## config.mk

```make
export PLATFORM = sky130hd
export DESIGN_NAME = lsu_bus_controller
export DESIGN_NICKNAME = d
export VERILOG_FILES = /design/src/rtl/lsu_bus_controller.sv
export SDC_FILE = /design/constraint.sdc
export NUM_CORES = 1
export LEC_CHECK = 0
export ABC_AREA = 1
export ABC_CLOCK_PERIOD_IN_PS = 6700
export BUFFER_PORTS_ARGS = -buffer_cell sky130_fd_sc_hd__buf_2
export CORE_ASPECT_RATIO = 0.6
export CORE_MARGIN = 10
export CORE_UTILIZATION = 54
export DETAILED_ROUTE_END_ITERATION = 10
export PLACE_DENSITY_LB_ADDON = 0.12
export SLEW_MARGIN = 20
export SYNTH_ARGS = -nofsm -noshare
export SYNTH_HDL_FRONTEND = slang
export SYNTH_SLANG_ARGS = --single-unit
export TNS_END_PERCENT = 5
```

## constraint.sdc

```tcl
create_clock -name clk_i -period 6.7 [get_ports clk_i]
set_clock_uncertainty 0.05 [all_clocks]
set_input_delay 2.01 -clock clk_i [delete_from_list [all_inputs] [get_ports clk_i]]
set_output_delay 2.01 -clock clk_i [all_outputs]
set_load 0.005 [all_outputs]
```

## src/rtl/lsu_bus_controller.sv

```systemverilog
// Load/store unit bus controller: turns one core load/store into a single bus
// transaction, formatting byte lanes on the way out and load data on the way back.
package lsu_bus_controller_pkg;
    typedef enum logic [3:0] {
        LS_N_A = 4'd0,
        L_B, L_H, L_W, L_BU, L_HU,
        S_B, S_H, S_W
    } load_store_type_e;
endpackage

// Bus handshake: bus_req_o is valid and bus_gnt_i is ready; the request fields stay
// stable from the first REQ cycle until the cycle where req and gnt are both high.
// bus_rvalid_i (with bus_rdata_i/bus_err_i) is only honoured in WAIT.
module lsu_bus_controller
    import lsu_bus_controller_pkg::*;
#(
    parameter int XLEN           = 32,
    parameter int TIMEOUT_CYCLES = 255
) (
    input  logic             clk_i,
    input  logic             rst_i,
    input  load_store_type_e ls_type_i,
    input  logic [XLEN-1:0]  addr_i,
    input  logic [XLEN-1:0]  wdata_i,
    output logic             stall_o,
    output logic [XLEN-1:0]  rdata_o,
    output logic             fault_o,
    output logic             bus_req_o,
    output logic             bus_we_o,
    output logic [XLEN-1:0]  bus_addr_o,
    output logic [3:0]       bus_be_o,
    output logic [XLEN-1:0]  bus_wdata_o,
    input  logic             bus_gnt_i,
    input  logic             bus_rvalid_i,
    input  logic [XLEN-1:0]  bus_rdata_i,
    input  logic             bus_err_i,
    output logic [1:0]       dbg_state_o
);

    // Debug encoding: IDLE=0, REQ=1, WAIT=2, DONE=3.
    typedef enum logic [1:0] {ST_IDLE, ST_REQ, ST_WAIT, ST_DONE} state_e;

    state_e           state_q, state_d;
    load_store_type_e type_q;
    logic [XLEN-1:0]  addr_q, wdata_q, rdata_q;
    logic [1:0]       off_q;
    logic [3:0]       be_q;
    logic             we_q, fault_q;
    logic [7:0]       tmo_q;

    logic             is_store, misaligned, access, timeout_hit;
    logic [3:0]       be_fmt;
    logic [XLEN-1:0]  wdata_fmt, rdata_fmt;
    logic [7:0]       byte_sel;
    logic [15:0]      half_sel;

    always_comb begin
        is_store   = ls_type_i inside {S_B, S_H, S_W};
        misaligned = 1'b0;
        be_fmt     = 4'b0000;
        wdata_fmt  = wdata_i;
        case (ls_type_i)
            L_B, L_BU, S_B: be_fmt = 4'b0001 << addr_i[1:0];
            L_H, L_HU, S_H: begin
                be_fmt     = 4'b0011 << addr_i[1:0];
                misaligned = addr_i[0];
            end
            L_W, S_W: begin
                be_fmt     = 4'b1111;
                misaligned = addr_i[1:0] != 2'b00;
            end
            default: ;
        endcase
        case (ls_type_i)
            S_B:     wdata_fmt = {4{wdata_i[7:0]}};
            S_H:     wdata_fmt = {2{wdata_i[15:0]}};
            default: ;
        endcase
        access      = (ls_type_i != LS_N_A) && !misaligned;
        timeout_hit = (state_q == ST_REQ || state_q == ST_WAIT) &&
                      (tmo_q == 8'(TIMEOUT_CYCLES - 1));
    end

    // Load data is formatted from the offset captured at issue, not the live address.
    always_comb begin
        byte_sel  = bus_rdata_i[{off_q, 3'b000} +: 8];
        half_sel  = off_q[1] ? bus_rdata_i[31:16] : bus_rdata_i[15:0];
        rdata_fmt = bus_rdata_i;
        case (type_q)
            L_B:     rdata_fmt = {{24{byte_sel[7]}}, byte_sel};
            L_BU:    rdata_fmt = {24'b0, byte_sel};
            L_H:     rdata_fmt = {{16{half_sel[15]}}, half_sel};
            L_HU:    rdata_fmt = {16'b0, half_sel};
            default: ;
        endcase
    end

    always_ff @(posedge clk_i or posedge rst_i) begin
        if (rst_i) state_q <= ST_IDLE;
        else       state_q <= state_d;
    end

    // Timeout wins over a grant or response arriving in the same cycle.
    always_comb begin
        state_d = state_q;
        case (state_q)
            ST_IDLE: if (access) state_d = ST_REQ;
            ST_REQ: begin
                if (timeout_hit)    state_d = ST_DONE;
                else if (bus_gnt_i) state_d = ST_WAIT;
            end
            ST_WAIT: begin
                if (timeout_hit)       state_d = ST_DONE;
                else if (bus_rvalid_i) state_d = ST_DONE;
            end
            ST_DONE: state_d = ST_IDLE;
            default: state_d = ST_IDLE;
        endcase
    end

    always_comb begin
        stall_o     = !rst_i && ((state_q == ST_IDLE && access) ||
                                 state_q == ST_REQ || state_q == ST_WAIT);
        fault_o     = !rst_i && ((state_q == ST_IDLE && ls_type_i != LS_N_A && misaligned) ||
                                 (state_q == ST_DONE && fault_q));
        bus_req_o   = state_q == ST_REQ;
        bus_we_o    = we_q;
        bus_addr_o  = addr_q;
        bus_be_o    = be_q;
        bus_wdata_o = wdata_q;
        rdata_o     = rdata_q;
        dbg_state_o = state_q;
    end

    always_ff @(posedge clk_i or posedge rst_i) begin
        if (rst_i) begin
            type_q  <= LS_N_A;
            addr_q  <= '0;
            off_q   <= 2'b00;
            be_q    <= 4'b0000;
            wdata_q <= '0;
            we_q    <= 1'b0;
            fault_q <= 1'b0;
            tmo_q   <= 8'd0;
            rdata_q <= '0;
        end else if (state_q == ST_IDLE && access) begin
            type_q  <= ls_type_i;
            addr_q  <= {addr_i[XLEN-1:2], 2'b00};
            off_q   <= addr_i[1:0];
            be_q    <= be_fmt;
            wdata_q <= wdata_fmt;
            we_q    <= is_store;
            fault_q <= 1'b0;
            tmo_q   <= 8'd0;
        end else if (state_q == ST_REQ || state_q == ST_WAIT) begin
            tmo_q <= tmo_q + 8'd1;
            if (timeout_hit) begin
                fault_q <= 1'b1;
                if (!we_q) rdata_q <= '0;
            end else if (state_q == ST_WAIT && bus_rvalid_i) begin
                fault_q <= bus_err_i;
                if (!we_q) rdata_q <= rdata_fmt;
            end
        end
    end

endmodule

```

Word-level counts from Yosys, hierarchy flattened
Cells that the tools add are included.
{"block": "word_totals", "register_bits": 116}
{"block": "op_classes", "add_sub_neg": 1, "eq_ne": 21, "n_shift": 3, "n_mux": 21, "bitwise_logic": 1, "reduce_logical": 28}
{"op": "32-bit 2-to-1 mux", "count": 4}
{"op": "32-bit one-hot mux with 4 select lines", "count": 1}
{"op": "32-bit one-hot mux with 2 select lines", "count": 1}
{"op": "32-bit by 6-bit variable part select with 8-bit output", "count": 1}
{"op": "4-bit by 3-bit equality test with 1-bit output, second input constant", "count": 6}
{"op": "16-bit 2-to-1 mux", "count": 1}
{"op": "8-bit 2-to-1 mux", "count": 2}
{"op": "4-bit by 2-bit equality test with 1-bit output, second input constant", "count": 3}
{"op": "4-bit one-hot mux with 3 select lines", "count": 1}
{"op": "2-bit 2-to-1 mux", "count": 5}
{"op": "1-bit logical AND", "count": 9}
{"op": "8-bit by 1-bit adder with 8-bit output, second input constant", "count": 1}
{"op": "4-bit by 1-bit equality test with 1-bit output, second input constant", "count": 2}
{"op": "8-bit equality test, second input constant", "count": 1}
{"op": "2-bit one-hot mux with 4 select lines", "count": 1}
{"op": "2-bit != test, second input constant", "count": 3}
{"op": "2-bit nonzero test", "count": 3}
{"op": "3-bit nonzero test", "count": 2}
{"op": "3-bit OR reduction", "count": 2}
{"op": "5-bit AND reduction", "count": 1}
{"op": "2-bit equality test, second input constant", "count": 2}
{"op": "4-bit equality test, second input constant", "count": 1}
{"op": "1-bit logical OR", "count": 4}
{"op": "1-bit 2-to-1 mux", "count": 4}
{"op": "13 further kinds", "count": 14}

Logic depth before layout (Yosys ltp)
Gate-level depths: netlist (run 1).
{"block": "depth", "depth_word": 9, "depth_mapped": 11, "ltp_nobuf": 10}

Worst setup path after synthesis (run 1)
No wires, ideal clock.
{"block": "synth_path", "path_type": "input -> output", "start": "input port ls_type_i[1]", "end": "output port stall_o", "arrival_time_ns": 2.864, "setup_slack_ns": 1.776, "cell_stages": 8, "path_buffers": 1, "path_cell_list": "nand2_1 clkinv_2 nand2_1 nand2_1 nand2_2 nand3_4 buf_2 a31oi_1"}
{"block": "synth_via", "elab_chain_cells": 9, "elab_cells_between_ends": 15, "cone_classes": "eq/ne (5); mux (1); reduce/logical (9)"}
{"item": "start: declaration", "line": "22", "rtl": "input load_store_type_e ls_type_i,"}
{"item": "4-bit by 3-bit equality test with 1-bit output, or another cell as far along", "line": "62", "rtl": "case (ls_type_i)"}
{"item": "3-bit OR reduction / 2-bit OR reduction (equally long branches)", "line": "62"}
{"item": "1-bit one-hot mux with 2 select lines", "line": "62"}
{"item": "1-bit zero test", "line": "79", "rtl": "access = (ls_type_i != LS_N_A) && !misaligned;"}
{"item": "1-bit logical AND *", "line": "79"}
{"item": "1-bit logical AND *", "line": "122", "rtl": "stall_o = !rst_i && ((state_q == ST_IDLE && access) ||"}
{"item": "1-bit logical OR *", "line": "122"}
{"item": "1-bit logical OR *", "line": "123", "rtl": "state_q == ST_REQ || state_q == ST_WAIT);"}
{"item": "1-bit logical AND *", "line": "122"}
{"item": "end: declaration", "line": "25", "rtl": "output logic stall_o,"}
Mark *: on every way between the ends. The rest lies on a longest branch, timed or not.

Final worst setup path (run 1)
{"block": "layout_path", "start": "input port ls_type_i[2]", "end": "output port stall_o"}
The elaborated chain is that of the path after synthesis.

==> impl_results.md, run 1 <==
- Clock Sinks: 116
- Pin count of the biggest net entering global routing: 64
- Internal power: 2.12 mW
- Status: complete, no violations
- Cells after Synth: slightly above 800
- Least-Margin Pin Slew: 0.956 ns
- Sequential share of power: 34.1%
- Area grow syn2layout: 26.5%
- Post-DP HPWL: 13.2 mm
- Global-route wire length before repair: 28.8 mm
- Via-to-Cell Ratio: 4.97
- # rows: 29
- TritonCTS clock tree: built
- DRC Markers: 0
- Worst Hold Class: reg2reg
- CTS Buf Count: 17
- Critical Path Source Type: input port
- H-Tree Depth: 4
- Worst r2r src: dbg_state_o[0]
- Final setup fails: 0
- Comb power frac: a little over 40%
- Crit. Startpoint: ls_type_i[2]
- Routing usage on met1: 30.5%
- Met3 usage: 9.90%
- Max cap viols: 0
- Via count: between 5000 and 6000
- Nets: around 1100
- Setup Fix Bufs, Post-CTS: 0
- PwrDens: about 470 nW/um^2
- Initial core utilization: 56.0%
- Antenna viol nets, final: 0
- Final Hold Vio Count: 0
- P_leak: 4.46 nW
- Worst-Skew Late Latency: 0.40 ns
- Post-synthesis register bit count: approximately 120
- Core ar.: 10700 um^2
- Ys async rst share: 100%
- RSZ-0062 raised after global routing: no
- Number of global-route vias before repair: 5468
- Worst Path Required: 4.64 ns
- Crit Path Max Fanout: 47
- Placed cells: 1133
- Total track usage: 22.4%
- Pre-Repair DR Iteration Count: 5
- TNS Setup: 0 ns
- Clock share of power: 24.8%
- Hold path start: rdata_o[24]
- Post-CTS sizing: 0
- Area of the multi-input gates: 2580 um^2
- CTS Hold Bufs: 0
- Antenna violations before repair: 0
- Fmax: between 150 and 200 MHz
- WP data arrival: 3.69 ns
- Grt total ovfl: 0
- Peak supply drop: 0.240 mV
- CTS Root Cell: clkbuf_16
- DRT Wirelength: 18.2 mm
- Netlist cell types: 27
- Most Crowded Layer GR: met2
- Mapped cell area: 5990 um^2
- I/O pin cnt: roughly 210
- Post-synth EDFFs: 0
- Fillcell total: 915
- Sw frac: 41.1%
- Avg Inst Size Synth: 7.29 um^2
- Switching pwr: 1.48 mW
- Global-route met2 utilization: 31.9%
- Iter 0 DRT Violations: 552
- Synth warnings: 0
- Placed Area: 7000 um^2
- Die Area: roughly 16000 um^2
- GP Congestion: 0.890
- Fraction of layout cells with a size suffix above 1: 24.9%
- Slew Viols, Final: 0
- Kind of critical path: in2out
- Predominant post-synthesis flop cell: dfrtp_1
- Die width: 156 um
- Tcrit/Tclk final: 85.9%
- Reg clk slew, reported paths: roughly 0.060 ns
- Layout Cells excl Fill: 1165
- Fin area: 7580 um^2
- ANT cells: 0
- Port buffer count: 208
- Die H: between 100 and 150 um
- Endpoint kind of the worst setup timing path: primary output
- Relative slew slack: 36.2%
- Final min period: 5.75 ns
- WL/cell: ~16 um
- Seq/Total Area, Yosys: 48.4%
- Clk buf depth: 2
- FF+latch area: 2900 um^2
[flip-flops by register name, indices dropped and copies added, names as in the netlist]
| register | count |
|---|---|
| bus_addr_o | 30 |
| bus_be_o | 4 |
| bus_wdata_o | 32 |
| bus_we_o | 1 |
| dbg_state_o | 2 |
| fault_q | 1 |
| off_q | 2 |
| rdata_o | 32 |
| tmo_q | 8 |
| type_q | 4 |
[power groups by stage]
| stage | Sequential, mW | Combinational (mW) | Clock, mW |
|---|---|---|---|
| after floorplan | 1.21 | 0.966 | 0 |
| after global placement | 1.22 | 1.46 | 0 |
| after detailed placement | 1.21 | 1.49 | 0 |
| after CTS | 1.22 | 1.49 | 0.900 |
| after global routing | 1.26 | 1.69 | 0.935 |
| final | 1.23 | 1.48 | 0.893 |
[synth_stat cells, types with 2 or more instances]
cell type / number / area [um^2]
a21oi_1: 36 / 180
buf_2: 22 / 110
buf_4: 9 / 67.6
buf_6: 3 / 33.8
clkbuf_1: 6 / 22.5
dfrtp_1: 116 / 2900
ha_1: 7 / 87.6
inv_1: 69 / 259
inv_2: 4 / 15.0
nand2_1: 365 / 1370
nand2_2: 4 / 25.0
nand3_1: 62 / 310
nand3b_1: 2 / 15.0
nor2_1: 35 / 131
nor2_4: 2 / 22.5
o21ai_0: 66 / 330
xor2_1: 4 / 35.0
[per-layer routing]
metal | wire, um | part of all wire [%]
met2 | 7530 | 41
met1 | 8520 | 47
met3 | 1940 | 11
met5 | 0 | 0
met4 | 206 | 1.1
[through the flow]
stage / hold slack (ns) / worst slack [ns] / util [%] / power (mW)
after global placement: 0.408 / 1.07 / 65.4 / 2.68
after CTS: 0.425 / 0.975 / 70.8 / 3.61
after detailed placement: 0.410 / 0.982 / 65.4 / 2.71
after floorplan: 0.422 / 1.57 / - / 2.18
final: 0.423 / 0.947 / 70.8 / 3.60
after global routing: 0.429 / 0.780 / 70.8 / 3.89
[cells by family after synthesis]
family,Yosys count,share of synthesized area [%]
and+or+nand+nor,474,31.9
DFF,116,48.4
buffers and inverters,115,8.62
AOI/OAI and AO/OA,104,8.73
adders and majority gates,7,1.46
xor gates and xnor gates,5,0.731
other,1,0.0626
[critical path, cell delays in order]
cell	delay [ns]
buf_2	0.11
inv_2	0.04
nor2_1	0.51
nand2_1	0.15
nand2_1	0.10
nand2_1	0.13
nand3_4	0.34
a31oi_1	0.13
buf_2	0.15
[area by class of cell]
type	instances	area share [%]
clock buffer	19	5.71
clock inverter	13	1.95
inverter	75	3.76
multi-input combinational	592	34.0
sequential	116	38.3
tap	139	2.29
timing repair buffer	211	14.0
[layout by cell type (no fill, tap or decap), types with 3 or more instances in the layout]
master        n
o21ai_0      66
dfrtp_1     116
nand3_1      62
nand2_2       4
clkbuf_16    17
xor2_1        4
inv_2         4
nand2_1     365
nor2_1       35
inv_6         5
buf_4         3
buf_2       208
a21oi_1      36
clkinvlp_4    4
inv_1        68
ha_1          7
[worst paths after layout]
path | to | slack, ns | depth (start not counted)
worst min-delay path | rdata_o[24] | 0.42 | 2
max in group asynchronous | bus_be_o[0] | 3.68 | 3
worst min register to register | rdata_o[24] | 0.42 | 2
min in group asynchronous | rdata_o[17] | 1.72 | 2
worst max-delay path | stall_o | 0.95 | 9
worst max register to register | rdata_o[8] | 3.47 | 11
No activity file was read; power rests on OpenSTA's default activity.
==> inputs of run 2 (changes only) <==
- CORE_UTILIZATION: 54 -> 40
==> run 2 against run 1 <==
Sequential cell count did not move. Non-clock buffer count rose by 1. Register-to-register slack improved by 0.09 ns. Clock-buffer cell count rose by 2. Critical endpoint is now fault_o. Largest power group unchanged.
==> impl_results.md, run 2 (same netlist as run 1, synthesis figures left out) <==
- Critical Path Source Type: input port
- CTS Root Cell: clkbuf_16
- Final Hold Vio Count: 0
- Post-DP HPWL: 14.0 mm
- Antenna viol nets, final: 0
- Fmax: between 150 and 200 MHz
- Die Area: 20400 um^2
- Max cap viols: 0
- Reg-to-reg slack, setup: 3.56 ns
- Area grow syn2layout: 29.0%
- Port buffer count: 208
- Worst r2r src: dbg_state_o[0]
- Grt total ovfl: 0
- Setup Fix Bufs, Post-CTS: 0
- WL/cell: ~16 um
- Worst Hold Class: reg2reg
- Global-route wire length before repair: 31.0 mm
- Final min period: 5.57 ns
- Die H: 115 um
- Most frequent cells in the layout: nand2_1 (365), buf_2 (208), dfrtp_1 (116)
- CTS Hold Bufs: 0
- Hold path start: rdata_o[30]
- Fin area: 7730 um^2
- Pin count of the biggest net entering global routing: 109
- RR Endpoint: rdata_o[3]
- ANT cells: 0
- Core ar.: 14600 um^2
- PwrDens: 479 nW/um^2
- Relative slew slack: 31.7%
- TNS Setup: 0 ns
- Number of global-route vias before repair: approximately 5700
- Initial core utilization: between 40 and 50%
- H-Tree Depth: 4
- Post-CTS sizing: 0
- Iter 0 DRT Violations: 536
- Die width: 178 um
- Via count: around 5700
- Total track usage: 19.0%
- Pre-Repair DR Iteration Count: 6
- Tcrit/Tclk final: 83.2%
- Fin worst setup slack: 1.13 ns
- Kind of critical path: in2out
- # rows: 34
- Min-Delay Path Depth: 2
- P_leak: 4.50 nW
- Endpoint kind of the worst setup timing path: primary output
- RSZ-0062 raised after global routing: no
- Slew Viols, Final: 0
- Clk buf depth: 2
- R2R cell count: 11
- Pwr Total: 3.70 mW
- Nets: approximately 1100
- WP data arrival: 3.51 ns
- DRT Wirelength: 19.3 mm
- Antenna violations before repair: 0
- Least-Margin Pin Slew: 1.02 ns
- Worst Path Required: 4.64 ns
- Fraction of layout cells with a size suffix above 1: 25.0%
- Placed Area: around 7100 um^2
- Clock Sinks: 116
- Via-to-Cell Ratio: 4.69
- Reg clk slew, reported paths: 0.06 ns
- GP Congestion: approximately 0.9
- Status: complete, no violations
- Setup WS pre-CTS: 1.15 ns
- Hold EP: rdata_o[30]
- Commonest non-fill, non-tap cell in the layout: nand2_1
- TritonCTS clock tree: built
- Crit Path Max Fanout: 11
- Final setup fails: 0
- Peak supply drop: between 0.15 and 0.2 mV
- I/O pin cnt: between 200 and 250
- DRC Markers: 0
- Worst-Skew Late Latency: 0.40 ns
- CTS Buf Count: 17
[run 2: worst max-delay path: stages]
cell and delay (ns):
buf_2 0.12, nor2_1 0.53, nand2_1 0.14, nand2_1 0.11, nand2_1 0.15, nand2_1 0.10, nand2_1 0.09, a21oi_1 0.14
buf_2 0.13
[run 2: worst max-delay path by stage]
stage / startpoint / end / slack [ns] / cells after the start
final: ls_type_i[3] / fault_o / 1.13 / 9
after floorplan: rst_i / bus_addr_o[10] / 1.57 / 1
after CTS: ls_type_i[2] / fault_o / 1.14 / 10
after global placement: ls_type_i[2] / fault_o / 1.18 / 10
after global routing: ls_type_i[2] / fault_o / 0.85 / 10
after detailed placement: ls_type_i[3] / fault_o / 1.15 / 9
[run 2: metrics by stage]
| stage | hold slack [ns] | utilization, % | instances |
|---|---|---|---|
| final | 0.421 | 53.0 | 1225 |
| after floorplan | 0.422 | - | 823 |
| after global routing | 0.447 | 53.0 | 1225 |
| after CTS | 0.426 | 53.0 | 1225 |
| after detailed placement | 0.410 | 48.5 | 1193 |
| after global placement | 0.409 | 48.5 | 1193 |
[run 2: area by class of cell]
class / count / area (um^2)
fill: 1442 / 6860
clock buffer: 21 / 470
clock inverter: 11 / 175
multi-input combinational: 592 / 2580
tap: 198 / 248
sequential: 116 / 2900
timing repair buffer: 212 / 1070
inverter: 75 / 285
[run 2: where the power goes]
| group | total, mW | leakage (nW) | internal [mW] | switching, mW |
|---|---|---|---|---|
| Sequential | 1.22 | 1.46 | 1.01 | 0.207 |
| Combinational | 1.49 | 2.73 | 0.555 | 0.930 |
| Clock | 0.996 | 0.309 | 0.655 | 0.341 |
| Total | 3.70 | 4.50 | 2.22 | 1.48 |
[run 2: metal layers]
metal	part of all wire, %	vias to the layer above	GRT usage, %
met1	47	2573	26.9
met5	0	-	0
met3	11	8	7.60
met4	0.57	0	4.70
li1	-	2951	-
met2	42	213	26.2
